`src/rtl/qmc_fx_pkg.sv`:
```
`default_nettype none
// ============================================================================
// Package    : qmc_fx_pkg
// Description: Shared Q-format constants, saturation helper and the
//              dot-product FSM state type.
// Revision   : 1.0 - initial release
// ============================================================================
package qmc_fx_pkg;

  localparam int Q_WIDTH = 32;
  localparam int Q_INT   = 16;
  localparam int Q_FRAC  = Q_WIDTH - Q_INT;
  localparam int Q_GUARD = 8;
  localparam int Q_ACC_W = Q_WIDTH + Q_GUARD;

  // 1.0 in the default Q format
  localparam logic [Q_WIDTH-1:0] c_one = Q_WIDTH'(1) << Q_FRAC;
  // Saturation limits of the default Q format
  localparam logic [Q_WIDTH-1:0] c_max = {1'b0, {(Q_WIDTH-1){1'b1}}};
  localparam logic [Q_WIDTH-1:0] c_min = {1'b1, {(Q_WIDTH-1){1'b0}}};

  typedef enum logic [1:0] {
    ACCUM = 2'd0,
    DRAIN = 2'd1,
    OUT   = 2'd2
  } dot_state_t;

  // Clamp a guard-extended accumulator to the result width. The value fits
  // when every bit from the result sign bit upward is a copy of the sign.
  function automatic logic [Q_WIDTH-1:0] sat_to_width(input logic [Q_ACC_W-1:0] v);
    logic [Q_GUARD:0] hi;
    hi = v[Q_ACC_W-1:Q_WIDTH-1];
    if ((hi == '0) || (hi == '1))
      sat_to_width = v[Q_WIDTH-1:0];
    else if (v[Q_ACC_W-1])
      sat_to_width = c_min;
    else
      sat_to_width = c_max;
  endfunction

endpackage
`default_nettype wire

```
`src/rtl/fx_dot_accum_fxmul.sv`:
```
`default_nettype none
// ============================================================================
// Module     : fxMul
// Description: Pipelined signed fixed-point multiplier. The full product is
//              rounded half-up at the QFRAC boundary, shifted back into the
//              Q format and saturated to WIDTH bits. Result appears LATENCY
//              cycles after start. Requires QFRAC >= 1 and LATENCY >= 1.
// Revision   : 1.0 - initial release
// ============================================================================
module fxMul
  import qmc_fx_pkg::*;
#(
  parameter int WIDTH   = Q_WIDTH,
  parameter int QFRAC   = Q_FRAC,
  parameter int LATENCY = 2
) (
  input  logic             clk,
  input  logic             rst_n,
  input  logic             start,
  input  logic [WIDTH-1:0] a,
  input  logic [WIDTH-1:0] b,
  output logic [WIDTH-1:0] product,
  output logic             done
);

  localparam int PW = 2 * WIDTH;
  localparam logic signed [PW-1:0] c_half = PW'(1) << (QFRAC - 1);

  logic signed [PW-1:0] w_a;
  logic signed [PW-1:0] w_b;
  logic signed [PW-1:0] w_full;
  logic signed [PW-1:0] w_rnd;
  logic signed [PW-1:0] w_shr;
  logic [WIDTH:0]       w_hi;
  logic [WIDTH-1:0]     w_sat;

  logic [WIDTH-1:0]     r_pipe [LATENCY];
  logic [LATENCY-1:0]   r_vld;

  assign w_a    = {{WIDTH{a[WIDTH-1]}}, a};
  assign w_b    = {{WIDTH{b[WIDTH-1]}}, b};
  assign w_full = w_a * w_b;
  assign w_rnd  = w_full + c_half;
  assign w_shr  = w_rnd >>> QFRAC;
  assign w_hi   = w_shr[PW-1:WIDTH-1];
  assign w_sat  = ((w_hi == '0) || (w_hi == '1)) ? w_shr[WIDTH-1:0]
                : (w_shr[PW-1] ? {1'b1, {(WIDTH-1){1'b0}}}
                               : {1'b0, {(WIDTH-1){1'b1}}});

  // Capture the product on start, then push it down the delay stages
  always_ff @(posedge clk or negedge rst_n) begin
    if (!rst_n) begin
      for (int i = 0; i < LATENCY; i++) r_pipe[i] <= '0;
      r_vld <= '0;
    end else begin
      r_vld[0] <= start;
      if (start) r_pipe[0] <= w_sat;
      for (int i = 1; i < LATENCY; i++) begin
        r_vld[i]  <= r_vld[i-1];
        r_pipe[i] <= r_pipe[i-1];
      end
    end
  end

  assign product = r_pipe[LATENCY-1];
  assign done    = r_vld[LATENCY-1];

endmodule
`default_nettype wire

```
`src/rtl/fx_dot_accum.sv`:
```
`default_nettype none
// ============================================================================
// Module     : fx_dot_accum
// Description: Streaming fixed-point dot product. Operand pairs are
//              multiplied in fxMul, products summed in a guard-bit
//              accumulator, and one saturated sum is emitted per vector.
// Revision   : 1.0 - initial release
// ============================================================================
module fx_dot_accum
  import qmc_fx_pkg::*;
#(
  parameter int WIDTH   = Q_WIDTH,
  parameter int QINT    = Q_INT,
  parameter int QFRAC   = WIDTH - QINT,
  parameter int LATENCY = 2,
  parameter int GUARD   = Q_GUARD,
  parameter int CNTW    = 16
) (
  input  logic             clk,
  input  logic             rst_n,
  input  logic             in_valid,
  output logic             in_ready,
  input  logic [WIDTH-1:0] in_a,
  input  logic [WIDTH-1:0] in_b,
  input  logic             in_last,
  output logic             out_valid,
  input  logic             out_ready,
  output logic [WIDTH-1:0] out_sum,
  output logic [CNTW-1:0]  out_count,
  output logic             out_ovf
);

  localparam int ACCW = WIDTH + GUARD;

  dot_state_t         r_state;
  dot_state_t         w_state_next;
  logic [ACCW-1:0]    r_acc;
  logic [CNTW-1:0]    r_count;
  logic               r_ovf;
  logic [LATENCY-1:0] r_dvld;
  logic [LATENCY-1:0] r_dlast;

  logic [WIDTH-1:0]   w_prod;
  logic               w_accept;
  logic               w_handshake;
  logic               w_dvld;
  logic               w_dlast;
  logic [ACCW-1:0]    w_acc_sum;
  logic [GUARD:0]     w_sum_hi;
  logic               w_sum_fits;

  assign w_accept    = in_valid && in_ready;
  assign w_handshake = out_valid && out_ready;
  assign w_dvld      = r_dvld[LATENCY-1];
  assign w_dlast     = r_dlast[LATENCY-1];
  assign w_acc_sum   = r_acc + {{GUARD{w_prod[WIDTH-1]}}, w_prod};
  assign w_sum_hi    = w_acc_sum[ACCW-1:WIDTH-1];
  assign w_sum_fits  = (w_sum_hi == '0) || (w_sum_hi == '1);

  fxMul #(
    .WIDTH   (WIDTH),
    .QFRAC   (QFRAC),
    .LATENCY (LATENCY)
  ) u_mul (
    .clk     (clk),
    .rst_n   (rst_n),
    .start   (w_accept),
    .a       (in_a),
    .b       (in_b),
    .product (w_prod),
    .done    ()
  );

  // Valid/last markers travel alongside the multiplier pipeline
  always_ff @(posedge clk or negedge rst_n) begin
    if (!rst_n) begin
      r_dvld  <= '0;
      r_dlast <= '0;
    end else begin
      r_dvld[0]  <= w_accept;
      r_dlast[0] <= w_accept && in_last;
      for (int i = 1; i < LATENCY; i++) begin
        r_dvld[i]  <= r_dvld[i-1];
        r_dlast[i] <= r_dlast[i-1];
      end
    end
  end

  // FSM state register
  always_ff @(posedge clk or negedge rst_n) begin
    if (!rst_n) r_state <= ACCUM;
    else        r_state <= w_state_next;
  end

  // Next-state and handshake outputs; in ACCUM in_ready is high, so a valid
  // last beat is always an accepted one
  always_comb begin
    w_state_next = r_state;
    in_ready     = 1'b0;
    out_valid    = 1'b0;
    case (r_state)
      ACCUM: begin
        in_ready = 1'b1;
        if (in_valid && in_last) w_state_next = DRAIN;
      end
      DRAIN: begin
        if (w_dvld && w_dlast) w_state_next = OUT;
      end
      OUT: begin
        out_valid = 1'b1;
        if (out_ready) w_state_next = ACCUM;
      end
      default: w_state_next = ACCUM;
    endcase
  end

  // Accumulate delayed products, count beats, track sticky range overflow
  always_ff @(posedge clk or negedge rst_n) begin
    if (!rst_n) begin
      r_acc   <= '0;
      r_count <= '0;
      r_ovf   <= 1'b0;
    end else if (w_handshake) begin
      r_acc   <= '0;
      r_count <= '0;
      r_ovf   <= 1'b0;
    end else begin
      if (w_dvld) begin
        r_acc <= w_acc_sum;
        if (!w_sum_fits) r_ovf <= 1'b1;
      end
      if (w_accept && (r_count != '1)) r_count <= r_count + CNTW'(1);
    end
  end

  // Final clamp: shared helper at the package widths, generic slice test otherwise
  generate
    if ((WIDTH == Q_WIDTH) && (GUARD == Q_GUARD)) begin : g_sat_pkg
      assign out_sum = sat_to_width(r_acc);
    end else begin : g_sat_gen
      logic [GUARD:0] w_hi;
      assign w_hi    = r_acc[ACCW-1:WIDTH-1];
      assign out_sum = ((w_hi == '0) || (w_hi == '1)) ? r_acc[WIDTH-1:0]
                     : (r_acc[ACCW-1] ? {1'b1, {(WIDTH-1){1'b0}}}
                                      : {1'b0, {(WIDTH-1){1'b1}}});
    end
  endgenerate

  assign out_count = r_count;
  assign out_ovf   = r_ovf;

endmodule
`default_nettype wire
```
`config.mk`:
```
export PLATFORM = sky130hd
export DESIGN_NAME = fx_dot_accum
export DESIGN_NICKNAME = d
export VERILOG_FILES = /design/src/rtl/qmc_fx_pkg.sv /design/src/rtl/fx_dot_accum_fxmul.sv /design/src/rtl/fx_dot_accum.sv
export SDC_FILE = /design/constraint.sdc
export NUM_CORES = 2
export LEC_CHECK = 0
export ABC_AREA = 1
export CORE_MARGIN = 2
export CORE_UTILIZATION = 60
export CTS_CLUSTER_SIZE = 28
export DETAILED_ROUTE_END_ITERATION = 6
export GPL_TIMING_DRIVEN = 0
export PLACE_DENSITY_LB_ADDON = 0.3
export SKIP_CTS_REPAIR_TIMING = 1
export SLEW_MARGIN = 20
export SYNTH_ARGS = -nofsm -noshare
export SYNTH_HDL_FRONTEND = slang
export SYNTH_SLANG_ARGS = --single-unit
```
`constraint.sdc`:
```
create_clock -name clk -period 2.31 [get_ports clk]
set_input_delay 0.5775 -clock clk [delete_from_list [all_inputs] [get_ports clk]]
set_output_delay 0.5775 -clock clk [all_outputs]
set_load 0.05 [all_outputs]
```
==> flow_summary.ini <==
[placed_design]
pre_cts_slack_ps = -8182
dp_hpwl_mm = 143.0
globalplace.congestion = 1.049
portBuffers = 119

[final_layout]
nets = 7519
area_growth_pct = 17.23
drive_gt1_share_pct = 15.95

[status]
status = complete, but fails checks
violations = setup timing

[synthesis]
ys_warn_count = 0
syn_area_sq_mm = 0.04577
yosysSeqAreaShare_pct = 6.944
synthTopCellsByArea = fa_1 47%, inv_1 14%, nand2_1 13%, dfrtp_1 6.9%, ha_1 5.9%
yosysTopAreaCell = fa_1
synth.distinct_cells = 46
syn_avg_cell_area_sq_um = 7.795
synth-async-reset-ratio_pct = 100.0
syn-num-nets = 7240
synth_cells = 5871
synth_top_area_share_pct = 47.37
synthTopCellsByCount = 1739 x inv_1, 1608 x nand2_1, 1083 x fa_1
synth_edf_count = 0
yosysMostFrequentCell = inv_1
ys_ff_latch = 127
synth_flop_cell = dfrtp_1

[min_path]
hp-class = primary input to asynchronous set/reset pin

[clock_network]
cts.sinks = 127
numCtsBuffers = 17
clkSlewWorstSetupHoldPaths_ps = 70
cts_max_path_buffers = 2
clkLatencyLatePin_ps = 440
cts_root_buf = clkbuf_16
h-tree-depth = 4
cts_tree = built

[critical_path]
crit_path_start = in_a[31]
r2r_start = u_mul.product[5]
cp_data_required_time_ps = 2660
critPathArrivalTime_ps = 8510
worst_path_largest_cell_delay_ps = 660
cp_slowest_cell = fa_2
r2r_cells = 15
crit_path_end_kind = flip-flop
rrSetupSlack_ps = -350
cp_max_fo = 9
path_class = primary input to flip-flop
r2r-end = out_ovf
critPathMostFrequentCell = fa_1
start_kind = primary input

[floorplanning]
dieArea_sq_mm = 0.07850
fp-row-count = 101
start_util_pct = 60.46
die_w_um = 280.2
fp.coreArea_sq_mm = 0.07570
dieHeight_um = 280.2
io_pins = 120

[sta]
finalCritPeriodShare_pct = 353.3
fmax_ghz = 0.1225
setup_slack_ps = -5851
final_max_slew_viol_count = 0
tightest_slew_ps = 860.0
clock_skew_ps = 18.87
rsz0062_at_grt = yes
max_slew_margin_pct = 42.67
hold_viol = 0
setup_viol = 87
fin_setup_tns_ps = -201260
layout_min_cycle_time_ps = 8161

[routing]
dr.first_iter.drc_count = 4288
drcViolationCount = 0
dr.pass1.iters = 6
vias = 41130
routed_wl_mm = 178.7
via_per_inst = 5.752
final_antenna_net_count = 0
wl_per_cell_um = 25.00

[global_routing]
grt_pass1_vias = 41610
grt_max_degree = 79
grt_usage_pct = 45.05
antenna_found_initial = 10
grt_pass1_wl_mm = 254.1
gr-total-overflow = 0

[job]
max_cap_viol_count = 0
==> logic make-up (layout without fill, tap and decap cells) <==
| kind of cell | Yosys count | after routing | synth area share [%] |
|---|---|---|---|
| other cells | 0 | 9 | 0 |
| simple gates | 2034 | 2034 | 17.55 |
| buf+inv | 1966 | 2258 | 16.22 |
| xor+xnor | 57 | 57 | 1.091 |
| flops | 127 | 127 | 6.944 |
| compound gates | 387 | 387 | 4.885 |
| fa+ha+maj | 1300 | 1300 | 53.31 |
==> registers in the layout (all words and copies together), names as in the netlist <==
| name | cells |
|---|---|
| r_acc | 40 |
| u_mul.product | 32 |
| out_count | 16 |
| r_dlast | 2 |
| u_mul.r_pipe | 32 |
| r_state | 2 |
| r_dvld | 2 |
| out_ovf | 1 |
==> worst max-delay path by stage <==
| stage | cells after the start | end | slack (ps) |
|---|---|---|---|
| after floorplan | 34 | u_mul.r_pipe[39] | -5500 |
| after global placement | 30 | u_mul.r_pipe[34] | -8080 |
| after detailed placement | 30 | u_mul.r_pipe[62] | -8180 |
| after CTS | 30 | u_mul.r_pipe[60] | -7770 |
| after global routing | 39 | u_mul.r_pipe[32] | -6000 |
| final | 38 | u_mul.r_pipe[33] | -5850 |
==> stage by stage <==
| step | hold slack (ps) | instances | util [%] | instance area [sq um] |
|---|---|---|---|---|
| after floorplan | 281.9 | 5871 | - | 46160 |
| after global placement | 332.1 | 6968 | 64.17 | 48570 |
| after detailed placement | 342.4 | 6969 | 64.21 | 48610 |
| after CTS | 92.70 | 7001 | 65.01 | 49210 |
| after global routing | 119.0 | 7143 | 70.86 | 53640 |
| final | 78.57 | 7150 | 70.88 | 53650 |
==> critical path: cells and delay by family <==
| kind | cells | cell delay, ps |
|---|---|---|
| AND/OR/NAND/NOR | 14 | 1510 |
| adder cells (fa/ha/maj) | 9 | 4680 |
| buffers and inverters | 13 | 1450 |
| AO/OA/AOI/OAI | 2 | 230 |
==> metal layers <==
layer	track usage, %	share of wire [%]	routed length, um
met3	12.92	13	22960
met1	58.39	36	64420
met2	67.28	43	76770
met5	0	0.12	220
met4	27.48	8.0	14350
==> cells in the final DEF (no fill, tap or decap), drive strengths merged, types with 11 or more instances in the layout <==
cell type | netlist | routed
nor2 | 265 | 265
nand3 | 70 | 70
o21ai | 133 | 133
nand2 | 1629 | 1629
clkbuf | 209 | 122
xnor2 | 20 | 20
inv | 1749 | 1747
o21bai | 17 | 17
nor3 | 25 | 25
ha | 217 | 217
dlymetal6s2s | 0 | 32
fa | 1083 | 1083
dfrtp | 127 | 127
buf | 7 | 327
xor2 | 37 | 37
a21oi | 184 | 184
clkdlybuf4s50 | 0 | 15
nor4 | 12 | 12
o22ai | 15 | 15
nand4 | 11 | 11
==> cell type report <==
class,instances,area (sq um)
well taps,978,1224
fillers,6119,22040
multi-input cells,3778,37550
inverters,1750,6601
flip-flops and latches,127,3191
diodes,9,22.52
plain buffers,216,2039
repair buffers,260,2421
clock buffers,20,446.7
clock inverters,12,160.2
Power is left out: the tool's default activity adds up to more than one toggle a clock period on the data nets, which glitch-free logic cannot reach.
